<file path="src/rtl/cpu_pkg.sv">
// Shared CPU constants: PC width, reset vector, sequential increment and the
// PC word type. The PC register and the next-PC logic both import this.
package cpu_pkg;

  localparam int PC_W = 16;

  typedef logic [PC_W-1:0] pc_t;

  localparam pc_t RESET_VECTOR = 16'h0000;
  localparam pc_t PC_INC       = 16'h0001;

  // Sequential successor of a PC; the carry out of the top bit is dropped.
  function automatic pc_t pc_step(input pc_t pc);
    return pc + PC_INC;
  endfunction

endpackage

</file>
<file path="src/rtl/pc_next_unit_ras_stack.sv">
// ras_stack: circular return-address LIFO.
// push writes above the top (overwriting the oldest entry when full),
// pop drops the top, replace rewrites the top in place. The controls are
// expected to be mutually exclusive; push wins if they are not.
import cpu_pkg::*;

module ras_stack #(
  parameter int DEPTH = 8
) (
  input  logic                     clock,
  input  logic                     reset,
  input  logic                     push,
  input  logic                     pop,
  input  logic                     replace,
  input  pc_t                      push_data,
  output pc_t                      top,
  output logic [$clog2(DEPTH):0]   count,
  output logic                     full,
  output logic                     empty
);

  localparam int PTR_W = $clog2(DEPTH);
  localparam int CNT_W = PTR_W + 1;

  pc_t              entries [DEPTH];
  logic [PTR_W-1:0] top_ptr;
  logic [PTR_W-1:0] ptr_up;
  logic [PTR_W-1:0] ptr_down;

  // DEPTH is a power of two, so pointer arithmetic wraps on its own and a
  // push into a full stack lands on the oldest entry.
  assign ptr_up   = top_ptr + PTR_W'(1);
  assign ptr_down = top_ptr - PTR_W'(1);

  assign top   = entries[top_ptr];
  assign empty = (count == '0);
  assign full  = (count == CNT_W'(DEPTH));

  // Entry storage: contents are don't-care after reset, so no reset here.
  always_ff @(posedge clock) begin
    if (!reset) begin
      if (push)
        entries[ptr_up] <= push_data;
      else if (replace)
        entries[top_ptr] <= push_data;
    end
  end

  // Top pointer and occupancy count; count saturates at DEPTH on overflow.
  always_ff @(posedge clock) begin
    if (reset) begin
      top_ptr <= '0;
      count   <= '0;
    end else if (push) begin
      top_ptr <= ptr_up;
      if (!full)
        count <= count + CNT_W'(1);
    end else if (pop && !empty) begin
      top_ptr <= ptr_down;
      count   <= count - CNT_W'(1);
    end
  end

endmodule

</file>
<file path="src/rtl/pc_next_unit.sv">
// pc_next_unit: next-PC selection for the PC register.
// Priority: reset > stall > ret > call > jump > branch_taken > increment.
// Return addresses live in an internal ras_stack.
// Optional build macro PC_NEXT_RAS_ERR_EN adds the sticky ras_err output,
// set the cycle after a non-stalled RAS overflow push or underflow ret.
import cpu_pkg::*;

module pc_next_unit #(
  parameter int RAS_DEPTH = 8
) (
  input  logic                       clock,
  input  logic                       reset,
  input  pc_t                        pc_current,
  input  logic                       stall,
  input  logic                       branch_taken,
  input  pc_t                        branch_target,
  input  logic                       jump,
  input  logic                       call,
  input  pc_t                        jump_target,
  input  logic                       ret,
  output pc_t                        pc_next,
  output logic [$clog2(RAS_DEPTH):0] ras_count,
  output logic                       ras_empty,
  output logic                       ras_full
`ifdef PC_NEXT_RAS_ERR_EN
  ,output logic                      ras_err
`endif
);

  pc_t  pc_seq;
  pc_t  ras_top;
  logic active;
  logic ret_hit;
  logic do_push;
  logic do_pop;
  logic do_replace;

  assign pc_seq = pc_step(pc_current);
  assign active = !reset && !stall;

  // A ret only counts when there is something to return to; call+ret on a
  // non-empty stack rewrites the top, on an empty stack it is a plain call.
  assign ret_hit    = active && ret && !ras_empty;
  assign do_replace = ret_hit && call;
  assign do_pop     = ret_hit && !call;
  assign do_push    = active && call && !ret_hit;

  ras_stack #(
    .DEPTH     (RAS_DEPTH)
  ) u_ras (
    .clock     (clock),
    .reset     (reset),
    .push      (do_push),
    .pop       (do_pop),
    .replace   (do_replace),
    .push_data (pc_seq),
    .top       (ras_top),
    .count     (ras_count),
    .full      (ras_full),
    .empty     (ras_empty)
  );

  // Zero-latency priority mux feeding the PC register.
  always_comb begin
    pc_next = pc_seq;
    if (reset)
      pc_next = RESET_VECTOR;
    else if (stall)
      pc_next = pc_current;
    else if (ret_hit)
      pc_next = ras_top;
    else if (ret && !call)
      pc_next = pc_seq;
    else if (call || jump)
      pc_next = jump_target;
    else if (branch_taken)
      pc_next = branch_target;
  end

`ifdef PC_NEXT_RAS_ERR_EN
  logic overflow;
  logic underflow;

  assign overflow  = do_push && ras_full;
  assign underflow = active && ret && !call && ras_empty;

  // Sticky error flag; only reset clears it.
  always_ff @(posedge clock) begin
    if (reset)
      ras_err <= 1'b0;
    else if (overflow || underflow)
      ras_err <= 1'b1;
  end
`endif

endmodule
</file>
<file path="config.mk">
export PLATFORM = sky130hd
export DESIGN_NAME = pc_next_unit
export DESIGN_NICKNAME = d
export VERILOG_FILES = /design/src/rtl/cpu_pkg.sv /design/src/rtl/pc_next_unit_ras_stack.sv /design/src/rtl/pc_next_unit.sv
export SDC_FILE = /design/constraint.sdc
export NUM_CORES = 1
export LEC_CHECK = 0
export CAP_MARGIN = 10
export CORE_MARGIN = 3
export CORE_UTILIZATION = 61
export DETAILED_ROUTE_END_ITERATION = 8
export PLACE_DENSITY = 0.95
export SLEW_MARGIN = 20
export SYNTH_ARGS = -nofsm -noshare
export SYNTH_HDL_FRONTEND = slang
export SYNTH_HIERARCHICAL = 1
export SYNTH_SLANG_ARGS = --single-unit
</file>
<file path="constraint.sdc">
create_clock -name clock -period 5.6 [get_ports clock]
set_input_delay 1.12 -clock clock [delete_from_list [all_inputs] [get_ports clock]]
set_output_delay 1.12 -clock clock [all_outputs]
set_load 0.02 [all_outputs]
</file>
==> results of run 1 <==
[critical path: cells and delay by family]
family / cells / cell delay, ns
compound gates: 2 / 0.52
xor+xnor: 1 / 0.31
buf+inv: 2 / 1.36
simple gates: 2 / 0.89
[logic make-up after synthesis]
kind of cell / after synthesis
XOR/XNOR: 19
multiplexers: 49
AO/OA/AOI/OAI: 98
buffers and inverters: 55
adder cells (fa/ha/maj): 6
flip-flops: 138
AND/OR/NAND/NOR: 112
[path summary, 6_finish.rpt]
kind	start	end	cells after the start
setup / recovery	pc_current[3]	pc_next[8]	7
hold / removal	u_ras/top_ptr[2]$_SDFFE_PP0N_	register	2
setup reg to reg	u_ras/count[0]$_SDFFE_PP0P_	u_ras/entries[7][10]$_DFFE_PP_	11
hold reg to reg	u_ras/top_ptr[2]$_SDFFE_PP0N_	register	2
[per-layer routing]
metal  vias to the layer above  part of all wire (%)  GRT usage, %
li1                       2122                     -             -
met1                      2403                    34          39.5
met2                       453                    48          48.9
met3                       115                    13          10.3
met4                         0                   5.5          17.1
met5                         -                     0             0
[flip-flops by register name (all words and copies together) (netlist names), named ones only]
| register | flops |
|---|---|
| u_ras/count | 4 |
| u_ras/entries | 128 |
| u_ras/top_ptr | 3 |
[per-stage QoR]
step | std cells | util, % | hold WS (ns) | worst slack, ns
floorplan | 477 | - | 0.565 | 1.53
global placement | 693 | 72.1 | 0.589 | 0.489
detailed placement | 693 | 72.1 | 0.598 | 0.381
CTS | 723 | 77.2 | 0.609 | 0.340
global route | 723 | 77.2 | 0.678 | 0.137
finish | 723 | 77.2 | 0.605 | 0.272
[cell usage in the layout, fill, tap and decap left out, types with 16 or more instances in the layout]
master / n
clkdlybuf4s50_1: 76
buf_4: 30
mux2_2: 16
clkbuf_16: 17
edfxtp_1: 128
inv_1: 24
nor2_1: 37
a21oi_1: 20
mux4_1: 30
nor3_1: 21
[synthesized netlist by cell type (10+ instances only)]
cell type,number,area [sq um]
edfxtp_1,128,3840
xor2_1,10,87.6
mux4_1,30,788
nand2_1,10,37.5
dfxtp_1,10,200
a22oi_1,11,82.6
a21oi_1,20,100
mux2_2,16,180
clkbuf_1,11,41.3
inv_1,24,90.1
nand2b_1,10,62.6
nor2_1,37,139
nor3_1,21,105
[power by group through the flow]
stage	registers, W	logic [W]	clock network, W
after floorplan	0.00116	0.000155	0
after global placement	0.00117	0.000262	0
after detailed placement	0.00117	0.000273	0
after CTS	0.00115	0.000280	0.00106
after global routing	0.00115	0.000300	0.00112
final	0.00115	0.000287	0.00105
[area by class of cell]
type	instances	area [sq um]	area share [%]
well taps	140	175	2.07
repair buffers	106	986	11.6
clock inverters	13	130	1.54
multi-input cells	284	2620	30.9
clock buffers	17	425	5.02
flip-flops and latches	138	4040	47.7
inverters	25	93.8	1.11
==> flow_summary.ini, run 1 <==
[logic_synthesis]
ys.flop_type = edfxtp_1
yosysSeqAreaShare_pct = 58.4
synth.area.mux_share_pct = 14.8
avgSynthCellArea_sq_um = 14.5
synth_edf_count = 128
synth_seq_cells = 138
synth_top_family_by_area = multiplexers
syn-num-nets = 538
yosysWarnings = 6
async_flop_share_pct = 0
synth_xor_xnor_area_share_pct = 2.62
syn_inst = 477
synthDistinctLibCells = 64
synth-adder-area-share_pct = 1.19
synthesis.area_sq_um = 6930
synthSimpleGateAreaFrac_pct = 8.72
synth_compound_area_share_pct = 10.5

[grt]
antenna_found_initial = 0
groute.usage.overall_pct = 31.5
grt_max_degree = 26
grt.overflow.total = 0
grt_pass1_vias = 5214
grt_pass1_wl_mm = 29.6

[timing]
maxSlewViolCount = 0
finalCriticalPeriod_ns = 5.33
period_share_pct = 95.1
finClkSkew_ns = 0.0149
maxClockFrequency_mhz = 188
setup_viol = 0
fin_setup_tns_ns = 0
tightest_slew_ns = 1.13
maxSlewHeadroom_pct = 24.5
rsz0062_at_grt = false
final-hold-violation-count = 0

[critical_path]
worstSetupPathType = input port to output port
slowest_stage = clkdlybuf4s50_1
setup.worst_path.start_class = input port
critPathCaptureType = output port
worstPathArrival_ns = 4.21
crit_required_ns = 4.48
r2r_slack_ns = 1.50
critPathMaxFanout = 11
max_stage_delay_ns = 0.68
crit_chain = clkdlybuf4s50_1 -> nand4_2 -> or3_4 -> xnor2_2 -> a21oi_1 -> o32ai_1 -> clkdlybuf4s50_1
cp_common_cell = clkdlybuf4s50_1

[clock_network]
cts_made_buffers = 17
path_clk_slew_ns = 0.06
ctsResizeCount = 0
cts_buffer_depth = 2
post-cts-setup-buffer-count = 0
cts_tree = built
cts_root_buf = clkbuf_16
cts.htree.levels = 4
ctsHoldBuffers = 0
clkSinkCount = 138
clk_latency_ns = 0.42

[job]
cap_viol_max_count = 0

[floorplanning]
die_height_um = 113
pin_count = 77
dieArea_sq_um = 12700
initial_utilization_pct = 63.1
num_rows = 38
die_w_um = 113
core_sq_um = 11000

[finish]
design_area_sq_um = 8480
areaGrowthSynthToFinish_pct = 22.4
antenna_cells = 0
layout.nets = 633
n_fill_cell = 556
final_layout_size_suffix_gt1_share_pct = 15.4

[pwr]
power_density_nw_per_um2 = 294
p_switching_w = 0.000576
power_frac_comb_pct = 11.5
ir_drop_uv = 233
netSwitchingFraction_pct = 23.2
power_w = 0.00249
p_leak_nw = 2.87
p_int_w = 0.00191
sequentialPowerShare_pct = 46.1
clkPwrFrac_pct = 42.4

[placed_design]
place_area_sq_um = 7920
hpwlAfterDp_mm = 11.5
routabilityCongestion = 0.928
port_buffers = 76

[hold_path]
hp-class = register to register

[drt]
drc = 0
firstDrtPassIters = 6
wl_per_cell_um = 26.7
drt_iter0_drc = 665
vias_per_cell = 7.04
dr_total_vias = 5093
antenna_left = 0
wirelength_mm = 19.3

[outcome]
status = complete, no violations
No activity file was read; power rests on OpenSTA's default activity.
==> inputs of run 2 (changes only) <==
- CORE_MARGIN: 3 -> default
==> run 2 against run 1 <==
Effect of this change: core utilization rose by 0.47 points; global-route usage rose by 2.6 points; largest cell class unchanged; non-clock buffer count fell by 1; cell area rose by 0.18%; clock power rose by 5%; power rose by 1.8%; largest power group unchanged; clock-buffer cell count rose by 2; sequential power barely moved; worst hold slack improved by 0.022 ns.
==> flow_summary.ini, run 2 (synthesis results as in run 1) <==
[outcome]
status = complete, no violations

[finish]
areaGrowthSynthToFinish_pct = 22.6
final_layout_size_suffix_gt1_share_pct = 15.4
utilization_pct = 77.7
design_area_sq_um = 8490
n_fill_cell = 556
layout_commonest_cell = edfxtp_1
top_regs = u_ras/entries: 128 flops, u_ras/count: 4 flops, u_ras/top_ptr: 3 flops
final_cell_mix = edfxtp_1 (128), clkdlybuf4s50_1 (76), nor2_1 (37)
multiInputGateArea_sq_um = 2620
largest_register_ffs = 128
antenna_cells = 0
top_register = u_ras/entries
area.sequential_sq_um = 4040
layout.nets = 632

[timing]
period_share_pct = 95.0
finalCriticalPeriod_ns = 5.32
finClkSkew_ns = 0.00817
rsz0062_at_grt = false
setup_viol = 0
tightest_slew_ns = 1.01
maxSlewHeadroom_pct = 32.4
final-hold-violation-count = 0
maxClockFrequency_mhz = 188
setup_ws_ns = 0.278
hold_slack_ns = 0.627
fin_setup_tns_ns = 0
maxSlewViolCount = 0

[grt]
grt.overflow.total = 0
grt_pass1_vias = 5039
antenna_found_initial = 0
grt_pass1_wl_mm = 28.4
grt_max_degree = 33
groute.usage.overall_pct = 34.2

[critical_path]
worstSetupPathType = input port to output port
crit_required_ns = 4.48
cpLargestDelayFamily = buffers and inverters
path_buf_inv = 2
crit_chain = clkdlybuf4s50_1 -> nand4_2 -> or3_4 -> xnor2_2 -> a21oi_1 -> o32ai_1 -> clkdlybuf4s50_1
max_stage_delay_ns = 0.68
r2r_start = u_ras/count[0]$_SDFFE_PP0P_
cp_common_cell = clkdlybuf4s50_1
slowest_stage = clkdlybuf4s50_1
worstPathArrival_ns = 4.20
critPathMaxFanout = 11
critPathCaptureType = output port
cp-startpoint = pc_current[3]
setup.worst_path.start_class = input port

[drt]
drt_iter0_drc = 585
vias_per_cell = 7.08
wirelength_mm = 19.0
dr_total_vias = 5126
antenna_left = 0
wl_per_cell_um = 26.2
drc = 0
firstDrtPassIters = 6

[placed_design]
routabilityCongestion = 0.869
place_area_sq_um = 7910
place_ws_ns = 0.386
hpwlAfterDp_mm = 11.3
port_buffers = 76

[hold_path]
min_from = u_ras/count[1]$_SDFFE_PP0P_
hp-class = register to register

[clock_network]
cts_root_buf = clkbuf_16
clkSinkCount = 138
clk_latency_ns = 0.42
ctsResizeCount = 0
cts.htree.levels = 4
cts_tree = built
ctsHoldBuffers = 0
cts_made_buffers = 17
post-cts-setup-buffer-count = 0
cts_buffer_depth = 2
path_clk_slew_ns = 0.06

[floorplanning]
pin_count = 77
initial_utilization_pct = 63.3
core_sq_um = 10900
num_rows = 38
die_height_um = 109
dieArea_sq_um = 11800
die_w_um = 109

[pwr]
p_leak_nw = 2.86
ir_drop_uv = 186
power_density_nw_per_um2 = 298

[job]
cap_viol_max_count = 0
[run 2: per-layer routing]
| layer | part of all wire [%] | vias to the layer above | GRT usage [%] |
|---|---|---|---|
| met5 | 0 | - | 0 |
| met4 | 4.8 | 0 | 19.3 |
| met3 | 12 | 109 | 8.44 |
| met2 | 48 | 432 | 53.2 |
| met1 | 35 | 2471 | 44.1 |
| li1 | - | 2114 | - |
[run 2: worst paths after layout]
path                                         to  slack [ns]  depth (start not counted)
hold reg to reg     u_ras/count[1]$_SDFFE_PP0P_        0.63                          2
hold / removal      u_ras/count[1]$_SDFFE_PP0P_        0.63                          2
setup / recovery                     pc_next[8]        0.28                          7
setup reg to reg  u_ras/entries[7][6]$_DFFE_PP_        1.64                         11
[run 2: tightest hold or removal path: stages, from the launching register on]
cell and delay, ns:
dfxtp_1 0.38, mux2i_1 0.15, nor2_1 0.05
[run 2: power by group]
part / internal [W] / total (W) / switching (W) / leakage [nW]
clock network: 0.000659 / 0.00110 / 0.000441 / 0.264
logic: 0.000131 / 0.000291 / 0.000161 / 1.36
registers: 0.00114 / 0.00114 / 0.00000548 / 1.23
[run 2: stage by stage]
stage,power [W],cells
floorplan,0.00132,477
global placement,0.00143,692
detailed placement,0.00144,692
CTS,0.00253,724
global route,0.00259,724
finish,0.00253,724
[run 2: area by class of cell]
class	count	area share, %
Clock buffer	19	5.10
Multi-Input combinational cell	284	30.9
Clock inverter	13	1.71
Timing Repair Buffer	105	11.5
Sequential cell	138	47.6
Inverter	25	1.11
Tap cell	140	2.06
==> inputs of run 3 (changes only) <==
- ABC_AREA: default -> 1
- SKIP_CTS_REPAIR_TIMING: default -> 1
==> run 3 against run 2 <==
Effect of this change: flip-flop and latch count did not move; critical path type unchanged; first-iteration DRC count increased by 45%; clock power about the same; sequential power barely moved; sequential share of layout area increased by 0.30 points.
==> flow_summary.ini, run 3 <==
[outcome]
status = complete, no violations

[timing]
tightest_slew_ns = 0.894
maxClockFrequency_mhz = 212
finClkSkew_ns = 0.00788
finalCriticalPeriod_ns = 4.71
maxSlewViolCount = 0
period_share_pct = 84.1
final-hold-violation-count = 0
fin_setup_tns_ns = 0
setup_viol = 0
rsz0062_at_grt = false
maxSlewHeadroom_pct = 40.4

[critical_path]
cpLargestDelayFamily = buffers and inverters
critPathCaptureType = output port
slowest_stage = clkdlybuf4s50_1
max_stage_delay_ns = 0.67
crit_required_ns = 4.48
path_buf_inv = 4
setup.worst_path.start_class = input port
worstSetupPathType = input port to output port
worstPathArrival_ns = 3.59
r2r_cells = 15
r2r_slack_ns = 2.51
timing.rr.end = u_ras/entries[4][15]$_DFFE_PP_
critPathMaxFanout = 22
crit_chain = clkdlybuf4s50_1 -> nor2_1 -> nand2_1 -> buf_4 -> inv_2 -> nor2_1 -> nand2_1 -> a31oi_1 -> clkdlybuf4s50_1
r2r_start = u_ras/count[1]$_SDFFE_PP0P_

[finish]
area.sequential_sq_um = 4050
multiInputGateArea_sq_um = 2510
layout.nets = 915
top_register = u_ras/entries
n_fill_cell = 692
final_layout_size_suffix_gt1_share_pct = 9.11
fin_cells = 1007
design_area_sq_um = 8440
top_regs = u_ras/entries: 128 flops, u_ras/count: 4 flops, u_ras/top_ptr: 3 flops
areaGrowthSynthToFinish_pct = 20.1
antenna_cells = 0
largest_register_ffs = 128
utilization_pct = 76.5
final_cell_mix = nand2_1 (190), edfxtp_1 (128), nor2_1 (114)
layout_commonest_cell = nand2_1

[logic_synthesis]
syn-num-nets = 844
synth_seq_cells = 138
synthDistinctLibCells = 35
synth_area_leaders = edfxtp_1 (55%), nand2_1 (10%), nor2_1 (6.1%), o21ai_0 (5.8%), inv_1 (3.2%)
synthesis.area_sq_um = 7030
syn_inst = 783
yosysTopAreaCell = edfxtp_1
synth_edf_count = 128
yosysSeqAreaShare_pct = 57.5
yosys-top-cells-count = nand2_1 (190), edfxtp_1 (128), nor2_1 (114)
yosysWarnings = 6
synth.top_cell.area_share_pct = 54.7
yosysMostFrequentCell = nand2_1
avgSynthCellArea_sq_um = 8.98
async_flop_share_pct = 0
ys.flop_type = edfxtp_1

[grt]
grt_max_degree = 65
grt_pass1_vias = 5902
antenna_found_initial = 0
met1_usage_pct = 41.6
use_met2_pct = 53.8
grt_pass1_wl_mm = 29.0
groute.usage.overall_pct = 33.7
grt_util_met3_pct = 10.7
grt.overflow.total = 0
busiest_layer = met2

[hold_path]
hold_end = u_ras/count[2]$_SDFFE_PP0P_
hp-class = register to register
min_from = u_ras/count[2]$_SDFFE_PP0P_
hold_depth = 2

[pwr]
power_density_nw_per_um2 = 306
p_int_w = 0.00196
p_switching_w = 0.000628
clkPwrFrac_pct = 42.6
p_leak_nw = 3.33
sequentialPowerShare_pct = 44.6
ir_drop_uv = 297
power_frac_comb_pct = 12.7
netSwitchingFraction_pct = 24.3

[placed_design]
place_area_sq_um = 7860
routabilityCongestion = 0.974
port_buffers = 76
hpwlAfterDp_mm = 12.0
placed_cells = 975

[drt]
antenna_left = 0
drt_iter0_drc = 851
dr_total_vias = 6130
wirelength_mm = 19.0
wl_per_cell_um = 18.9
vias_per_cell = 6.09
drc = 0
firstDrtPassIters = 6

[clock_network]
cts.htree.levels = 4
cts_buffer_depth = 2
clkSinkCount = 138
path_clk_slew_ns = 0.05
cts_tree = built
cts_root_buf = clkbuf_16
clk_latency_ns = 0.42
cts_made_buffers = 17

[job]
cap_viol_max_count = 0

[floorplanning]
core_sq_um = 11000
num_rows = 38
dieArea_sq_um = 12000
die_w_um = 109
pin_count = 77
initial_utilization_pct = 63.7
die_height_um = 109
[run 3: power groups by stage]
stage,logic [W],clock network [W],registers (W)
detailed placement,0.000316,0,0.00117
finish,0.000329,0.00110,0.00115
global route,0.000354,0.00115,0.00115
floorplan,0.000195,0,0.00117
global placement,0.000307,0,0.00117
CTS,0.000321,0.00111,0.00115
[run 3: worst max-delay path by stage]
stage	startpoint	end	slack, ns	depth (start not counted)
2_1_floorplan	pc_current[0]	pc_next[6]	2.33	10
3_3_place_gp	reset	pc_next[4]	0.94	10
3_5_place_dp	call	pc_next[14]	0.92	9
4_1_cts	call	pc_next[14]	0.91	9
5_1_grt	reset	pc_next[11]	0.72	10
6_report	reset	pc_next[1]	0.89	9
[run 3: routing by layer]
metal	part of all wire (%)	vias up
met5	0	-
met1	36	2821
met4	3.6	0
met3	12	69
met2	48	444
li1	-	2796
[run 3: final cells by class]
cell class                      instances  area share, %
Clock buffer                           19           5.13
Clock inverter                         13           1.79
Inverter                               70           3.17
Multi-Input combinational cell        538           29.7
Sequential cell                       138           47.9
Tap cell                              140           2.08
Timing Repair Buffer                   89           10.2
[run 3: tightest hold or removal path, cell delays in order, from the launching register on]
cell and delay [ns]:
dfxtp_1 0.35, nand3_1 0.11, a21oi_1 0.07
[run 3: cell families after synthesis]
family	Yosys count	synth area share (%)
buffers and inverters	107	6.76
AOI/OAI and AO/OA	171	13.4
xor gates and xnor gates	2	0.356
DFF	138	57.5
and+or+nand+nor	359	20.8
adders and majority gates	6	1.17
[run 3: metrics by stage]
| stage | hold slack [ns] | total power, W | setup slack [ns] |
|---|---|---|---|
| after CTS | 0.581 | 0.00258 | 0.911 |
| after floorplan | 0.534 | 0.00136 | 2.33 |
| after global placement | 0.539 | 0.00148 | 0.941 |
| after global routing | 0.616 | 0.00266 | 0.724 |
| final | 0.583 | 0.00258 | 0.890 |
| after detailed placement | 0.569 | 0.00149 | 0.921 |
